[src/rtl/spi_fifo_pkg.sv]
// -----------------------------------------------------------------------------
// spi_fifo_pkg
//
// Shared definitions for the SPI transmit FIFO slice.
//   ptr_w(depth)  : address / pointer width for a FIFO of the given depth
//   cnt_w(depth)  : occupancy counter width; one extra bit so that a completely
//                   full FIFO (count == depth) is representable
//   fifo_err_t    : sticky error flags (overflow, underflow) used when the
//                   optional error reporting is built in
// -----------------------------------------------------------------------------
package spi_fifo_pkg;

  function automatic int ptr_w(input int depth);
    return $clog2(depth);
  endfunction

  function automatic int cnt_w(input int depth);
    return $clog2(depth) + 1;
  endfunction

  typedef struct packed {
    logic ovf;
    logic udf;
  } fifo_err_t;

endpackage : spi_fifo_pkg

[src/rtl/spi_fifo_ram.sv]
// -----------------------------------------------------------------------------
// spi_fifo_ram
//
// Simple dual-port storage array: one synchronous write port and one read port
// with a registered output. The output register is the only resettable state;
// the array itself has no reset and is never read before it is written.
//
// Parameters:
//   width_g  word width
//   depth_g  number of entries (power of 2)
//
// Ports:
//   clk      system clock, rising edge
//   rst      asynchronous active-low reset (output register only)
//   wr_en    write enable
//   wr_addr  write address
//   wr_data  write word
//   rd_en    read enable; loads rd_data from rd_addr on the next edge
//   rd_addr  read address
//   rd_data  registered read word; holds its value while rd_en is low
// -----------------------------------------------------------------------------
module spi_fifo_ram
  import spi_fifo_pkg::*;
#(
  parameter int width_g = 8,
  parameter int depth_g = 16
) (
  input  logic                        clk,
  input  logic                        rst,
  input  logic                        wr_en,
  input  logic [ptr_w(depth_g)-1:0]   wr_addr,
  input  logic [width_g-1:0]          wr_data,
  input  logic                        rd_en,
  input  logic [ptr_w(depth_g)-1:0]   rd_addr,
  output logic [width_g-1:0]          rd_data
);

  logic [width_g-1:0] mem [depth_g];

  // Array write port. No reset so this maps onto block or distributed RAM.
  always_ff @(posedge clk) begin
    if (wr_en) begin
      mem[wr_addr] <= wr_data;
    end
  end

  // Registered read port. The register holds its last word when no read is
  // requested, which is what keeps the downstream data stable across a flush.
  always_ff @(posedge clk or negedge rst) begin
    if (!rst) begin
      rd_data <= '0;
    end else if (rd_en) begin
      rd_data <= mem[rd_addr];
    end
  end

endmodule : spi_fifo_ram

[src/rtl/spi_tx_fifo.sv]
// -----------------------------------------------------------------------------
// spi_tx_fifo
//
// Transmit-side buffer feeding the FIFO request port of spi_master. A host
// writer pushes words with wr_en; spi_master pulls one word per request and
// sees it one cycle later qualified by a single-cycle fifo_din_valid pulse.
//
// Build option:
//   SPI_TX_FIFO_ERR_EN  when defined, adds sticky ovf_err / udf_err outputs.
//                       When undefined, dropped writes and ignored requests
//                       are silent and those ports do not exist.
//
// Parameters:
//   data_width_g    word width (matches spi_master)
//   depth_g         number of entries, power of 2, >= 2
//
// Ports:
//   clk             system clock, rising edge
//   rst             asynchronous active-low reset
//   flush           synchronous clear of all contents (wins over wr/req)
//   wr_en, wr_data  write strobe and word
//   full            count == depth_g
//   used            number of stored words
//   fifo_req_data   read request from spi_master
//   fifo_din        registered read word
//   fifo_din_valid  one-cycle pulse qualifying fifo_din
//   fifo_empty      count == 0
//   ovf_err         (option) sticky: write attempted while full
//   udf_err         (option) sticky: request made while empty
// -----------------------------------------------------------------------------
module spi_tx_fifo
  import spi_fifo_pkg::*;
#(
  parameter int data_width_g = 8,
  parameter int depth_g      = 16
) (
  input  logic                        clk,
  input  logic                        rst,
  input  logic                        flush,
  input  logic                        wr_en,
  input  logic [data_width_g-1:0]     wr_data,
  output logic                        full,
  output logic [cnt_w(depth_g)-1:0]   used,
  input  logic                        fifo_req_data,
  output logic [data_width_g-1:0]     fifo_din,
  output logic                        fifo_din_valid,
  output logic                        fifo_empty
`ifdef SPI_TX_FIFO_ERR_EN
  ,
  output logic                        ovf_err,
  output logic                        udf_err
`endif
);

  localparam int ptr_width = ptr_w(depth_g);
  localparam int cnt_width = cnt_w(depth_g);

  localparam logic [ptr_width-1:0] ptr_one  = ptr_width'(1);
  localparam logic [cnt_width-1:0] cnt_one  = cnt_width'(1);
  localparam logic [cnt_width-1:0] cnt_full = cnt_width'(depth_g);

  logic [ptr_width-1:0] wr_ptr;
  logic [ptr_width-1:0] rd_ptr;
  logic [cnt_width-1:0] count;
  logic [cnt_width-1:0] count_next;
  logic                 din_valid;

  logic wr_accept;
  logic rd_accept;
  logic ram_we;
  logic ram_re;

  // Flags come only from the registered count, so full / fifo_empty never
  // have a combinational path from wr_en or fifo_req_data.
  assign full           = (count == cnt_full);
  assign fifo_empty     = (count == '0);
  assign used           = count;
  assign fifo_din_valid = din_valid;

  // Acceptance and array strobes. A request while empty is simply refused,
  // even if a write lands in the same cycle: there is no fall-through path.
  // Flush suppresses both array accesses so fifo_din keeps its last word.
  always_comb begin
    wr_accept = wr_en && !full;
    rd_accept = fifo_req_data && !fifo_empty;
    ram_we    = wr_accept && !flush;
    ram_re    = rd_accept && !flush;
  end

  // Occupancy update: a simultaneous accepted read and write leaves the count
  // unchanged. Because a read needs count >= 1 and a write needs count < depth,
  // the two pointers can never address the same entry in the same cycle.
  always_comb begin
    count_next = count;
    case ({wr_accept, rd_accept})
      2'b10:   count_next = count + cnt_one;
      2'b01:   count_next = count - cnt_one;
      default: count_next = count;
    endcase
  end

  always_ff @(posedge clk or negedge rst) begin
    if (!rst) begin
      wr_ptr    <= '0;
      rd_ptr    <= '0;
      count     <= '0;
      din_valid <= 1'b0;
    end else if (flush) begin
      wr_ptr    <= '0;
      rd_ptr    <= '0;
      count     <= '0;
      din_valid <= 1'b0;
    end else begin
      if (wr_accept) begin
        wr_ptr <= wr_ptr + ptr_one;
      end
      if (rd_accept) begin
        rd_ptr <= rd_ptr + ptr_one;
      end
      count     <= count_next;
      din_valid <= rd_accept;
    end
  end

  spi_fifo_ram #(
    .width_g (data_width_g),
    .depth_g (depth_g)
  ) u_ram (
    .clk     (clk),
    .rst     (rst),
    .wr_en   (ram_we),
    .wr_addr (wr_ptr),
    .wr_data (wr_data),
    .rd_en   (ram_re),
    .rd_addr (rd_ptr),
    .rd_data (fifo_din)
  );

`ifdef SPI_TX_FIFO_ERR_EN
  fifo_err_t err_q;

  // Sticky error flags; only flush or reset clears them.
  always_ff @(posedge clk or negedge rst) begin
    if (!rst) begin
      err_q <= '0;
    end else if (flush) begin
      err_q <= '0;
    end else begin
      err_q.ovf <= err_q.ovf | (wr_en & full);
      err_q.udf <= err_q.udf | (fifo_req_data & fifo_empty);
    end
  end

  assign ovf_err = err_q.ovf;
  assign udf_err = err_q.udf;
`endif

endmodule : spi_tx_fifo

[config.mk]
export PLATFORM = sky130hd
export DESIGN_NAME = spi_tx_fifo
export DESIGN_NICKNAME = d
export VERILOG_FILES = /design/src/rtl/spi_fifo_pkg.sv /design/src/rtl/spi_fifo_ram.sv /design/src/rtl/spi_tx_fifo.sv
export SDC_FILE = /design/constraint.sdc
export NUM_CORES = 1
export LEC_CHECK = 0
export BUFFER_PORTS_ARGS = -buffer_cell sky130_fd_sc_hd__buf_2
export CAP_MARGIN = 20
export CORE_MARGIN = 2
export CORE_UTILIZATION = 55
export CTS_BUF_LIST = sky130_fd_sc_hd__clkbuf_8 sky130_fd_sc_hd__clkbuf_16
export CTS_CLUSTER_DIAMETER = 150
export DETAILED_ROUTE_END_ITERATION = 16
export PLACE_DENSITY = 0.74
export SYNTH_ARGS = -nofsm -noshare
export SYNTH_HDL_FRONTEND = slang
export SYNTH_SLANG_ARGS = --single-unit
[constraint.sdc]
create_clock -name clk -period 2.6 [get_ports clk]
set_input_delay 0.26 -clock clk [delete_from_list [all_inputs] [get_ports clk]]
set_output_delay 0.26 -clock clk [all_outputs]
set_load 0.05 [all_outputs]
==> impl_metrics.csv <==
group,metric,value,unit
die,initial_core_util,55.7,%
timing,period_share,94.4,%
layout,drive_above_1_share,35.2,%
critical_path,slowest_delay,590,ps
critical_path,r2r_start,"used[1]",
critical_path,cp.buffers_inverters,3,
power_and_ir_drop,seqPwrFrac,40.8,%
clocking,cts_tree,"built",
clocking,cts_root_buffer,"clkbuf_16",
clocking,clk_latency,420,ps
power_and_ir_drop,intPower,5.01,mW
clocking,path_clk_slew,60,ps
detailed_routing,ant_nets,0,
layout,mostFrequentLayoutCell,"edfxtp_1",
power_and_ir_drop,combinationalPowerShare,21.2,%
timing,worst_pin_slew,701,ps
min_path,hold_path.class,"in -> reg",
synthesis,synth_cell_types,46,
layout,mostFrequentLayoutCells,"edfxtp_1 (128), mux4_2 (32), buf_2 (28)",
synthesis,synth_area,6310,sq um
power_and_ir_drop,power-per-cell-area,947,nW/um^2
clocking,htreeDepth,4,
timing,slew_headroom,53.3,%
global_routing,overflow,0,
power_and_ir_drop,ir_drop,731,uV
place,port_buffers,28,
die,placementRows,39,
critical_path,critPathCaptureType,"output port",
timing,hold_viol,0,
synthesis,syn_area_per_cell,18.4,sq um
critical_path,crit_family,"simple AND/OR/NAND/NOR gates",
power_and_ir_drop,p_leak,2.58,nW
place,dp.final_hpwl,7770,microns
layout,final_cells,552,
synthesis,yosys-top-cells-area,"edfxtp_1 (61%), mux4_2 (11%), dfrtp_1 (8.7%)",
die,ios,29,
power_and_ir_drop,swShare,28.9,%
critical_path,crit_fanout,6,
synthesis,synthArstFlopShare,14.7,%
clocking,cts_sinks,150,
timing,rsz0062_at_grt,"false",
power_and_ir_drop,p_switching,2.04,mW
timing,period_needed,2450,ps
place,gp_congestion,0.825,
critical_path,crit_top_cell,"buf_4",
timing,fmax,0.407,GHz
die,die_area,12300,sq um
critical_path,crit_start,"used[1]",
place,place_ws,134,ps
critical_path,r2r_end,"used[4]",
synthesis,ys_ff_latch,150,
critical_path,cp.required,2340,ps
detailed_routing,dr_total_vias,3245,
layout,area_growth,17.9,%
timing,setup_slack,145,ps
critical_path,crit_chain,"or4_4 -> buf_4 -> buf_4 -> nor2_2 -> buf_2",
detailed_routing,routed_wl,12500,microns
layout,final.fill_count,774,
timing,final-max-slew-violation-count,0,
global_routing,grt_antenna_before_repair,0,
synthesis,netlist.area_leader.share,60.9,%
synthesis,ys_seq_area_share,69.6,%
run,cap_violations,0,
clocking,cts_resized,0,
detailed_routing,via_per_inst,5.88,
critical_path,ff2ff_path_depth,8,
timing,fin_worst_skew,9.08,ps
critical_path,critPathKind,"reg -> out",
detailed_routing,drcViolationCount,0,
synthesis,synth.largest_area_cell,"edfxtp_1",
synthesis,synth_ff_type,"edfxtp_1",
critical_path,reg2reg_setup_slack,170,ps
critical_path,path_depth,5,
synthesis,syn-num-nets,365,
layout,diodes,0,
critical_path,critical_path_arrival,2190,ps
die,die_h,111,microns
power_and_ir_drop,total_power,7.04,mW
synthesis,syn_inst,343,
place,placed_cells,518,
die,core-area,11300,sq um
timing,setup_viol,0,
status,outcome,"complete, no violations",
clocking,clockBufferDepth,2,
global_routing,grt_max_degree,23,
detailed_routing,wl_per_cell,22.6,microns
critical_path,slowest_stage,"or4_4",
detailed_routing,dr.pass1.iters,4,
detailed_routing,drt-initial-drc-count,246,
critical_path,cp-endpoint,"full",
clocking,numCtsBuffers,17,
critical_path,worst_setup_path_start_kind,"register",
synthesis,synth_warnings,0,
global_routing,grt_pass1_vias,3299,
synthesis,synth-edff-count,128,
layout,nNetsFinal,418,
global_routing,grt_pass1_wl,19200,microns
power_and_ir_drop,pwr-share-clk,38.0,%
global_routing,grt.total_usage,21.8,%
die,die_w,111,microns
==> synth_stat cells (4+ instances only) <==
master	instances
and3_1	4
buf_2	8
clkbuf_1	8
dfrtp_1	22
edfxtp_1	128
ha_1	8
inv_1	10
mux2i_1	20
mux4_2	32
nand2_1	11
nand2b_1	4
nand3_1	6
nor2_1	20
nor3_1	8
o221ai_2	8
==> registers in the layout (all words and copies together), names as in the netlist <==
register / count
u_ram.rd_data: 8
u_ram.mem: 128
used: 5
fifo_din_valid: 1
rd_ptr: 4
wr_ptr: 4
==> power by group through the flow <==
stage | clock (mW) | combinational, mW | sequential [mW]
after global placement | 0 | 1.43 | 2.91
after floorplan | 0 | 0.853 | 3.18
after global routing | 2.82 | 1.60 | 2.89
final | 2.68 | 1.49 | 2.88
after detailed placement | 0 | 1.47 | 2.92
after CTS | 2.71 | 1.48 | 2.87
==> metrics by stage <==
stage                     util [%]  hold WS (ps)  setup TNS (ps)  instance area [sq um]
after global placement        59.7           268               0                   6760
final                         65.7           194               0                   7440
after detailed placement      59.7           269               0                   6760
after floorplan                  -         -35.6           -16.1                   6340
after global routing          65.7           216               0                   7440
after CTS                     65.6           185               0                   7430
==> repair_timing <==
item | 4_1_cts | 5_1_grt
buffers inserted | 0 | 1
endpoints found under the setup margin | 0 | 1
hold endpoints to repair | 22 | 0
hold buffers | 1 | 0
==> layout make-up <==
| type | count | area [sq um] | area share [%] |
|---|---|---|---|
| Sequential cell | 150 | 4400 | 59.2 |
| Multi-Input combinational cell | 163 | 1800 | 24.2 |
| Clock buffer | 22 | 494 | 6.65 |
| Timing Repair Buffer | 53 | 355 | 4.78 |
| Tap cell | 143 | 179 | 2.41 |
| Clock inverter | 10 | 166 | 2.24 |
| Inverter | 11 | 41.3 | 0.555 |
==> per-layer routing <==
metal / routed length [microns] / track usage (%) / up-vias
met5: 0 / 0 / -
met4: 274 / 9.14 / 0
met3: 602 / 5.14 / 20
met2: 6080 / 34.4 / 83
met1: 5510 / 29.8 / 1672
li1: - / - / 1470
==> worst min path at each step <==
stage / endpoint / start / cells after the start
after detailed placement: wr_ptr[1] / rst / 1
after CTS: wr_ptr[0] / flush / 2
final: wr_ptr[0] / flush / 2
after global routing: u_ram.mem[15][3] / wr_data[3] / 1
after global placement: wr_ptr[1] / rst / 1
after floorplan: fifo_din_valid / rst / 0
==> cell families (layout without fill, tap and decap cells) <==
group	count (synthesis)	after routing	share of synthesized area (%)
XOR/XNOR	6	6	0.833
AO/OA/AOI/OAI	25	25	4.48
multiplexers	55	55	15.3
flip-flops	150	150	69.6
AND/OR/NAND/NOR	68	68	5.65
adder cells (fa/ha/maj)	9	9	1.90
buffers and inverters	30	96	2.18
Note: power is estimated with default switching activity, not from simulation.
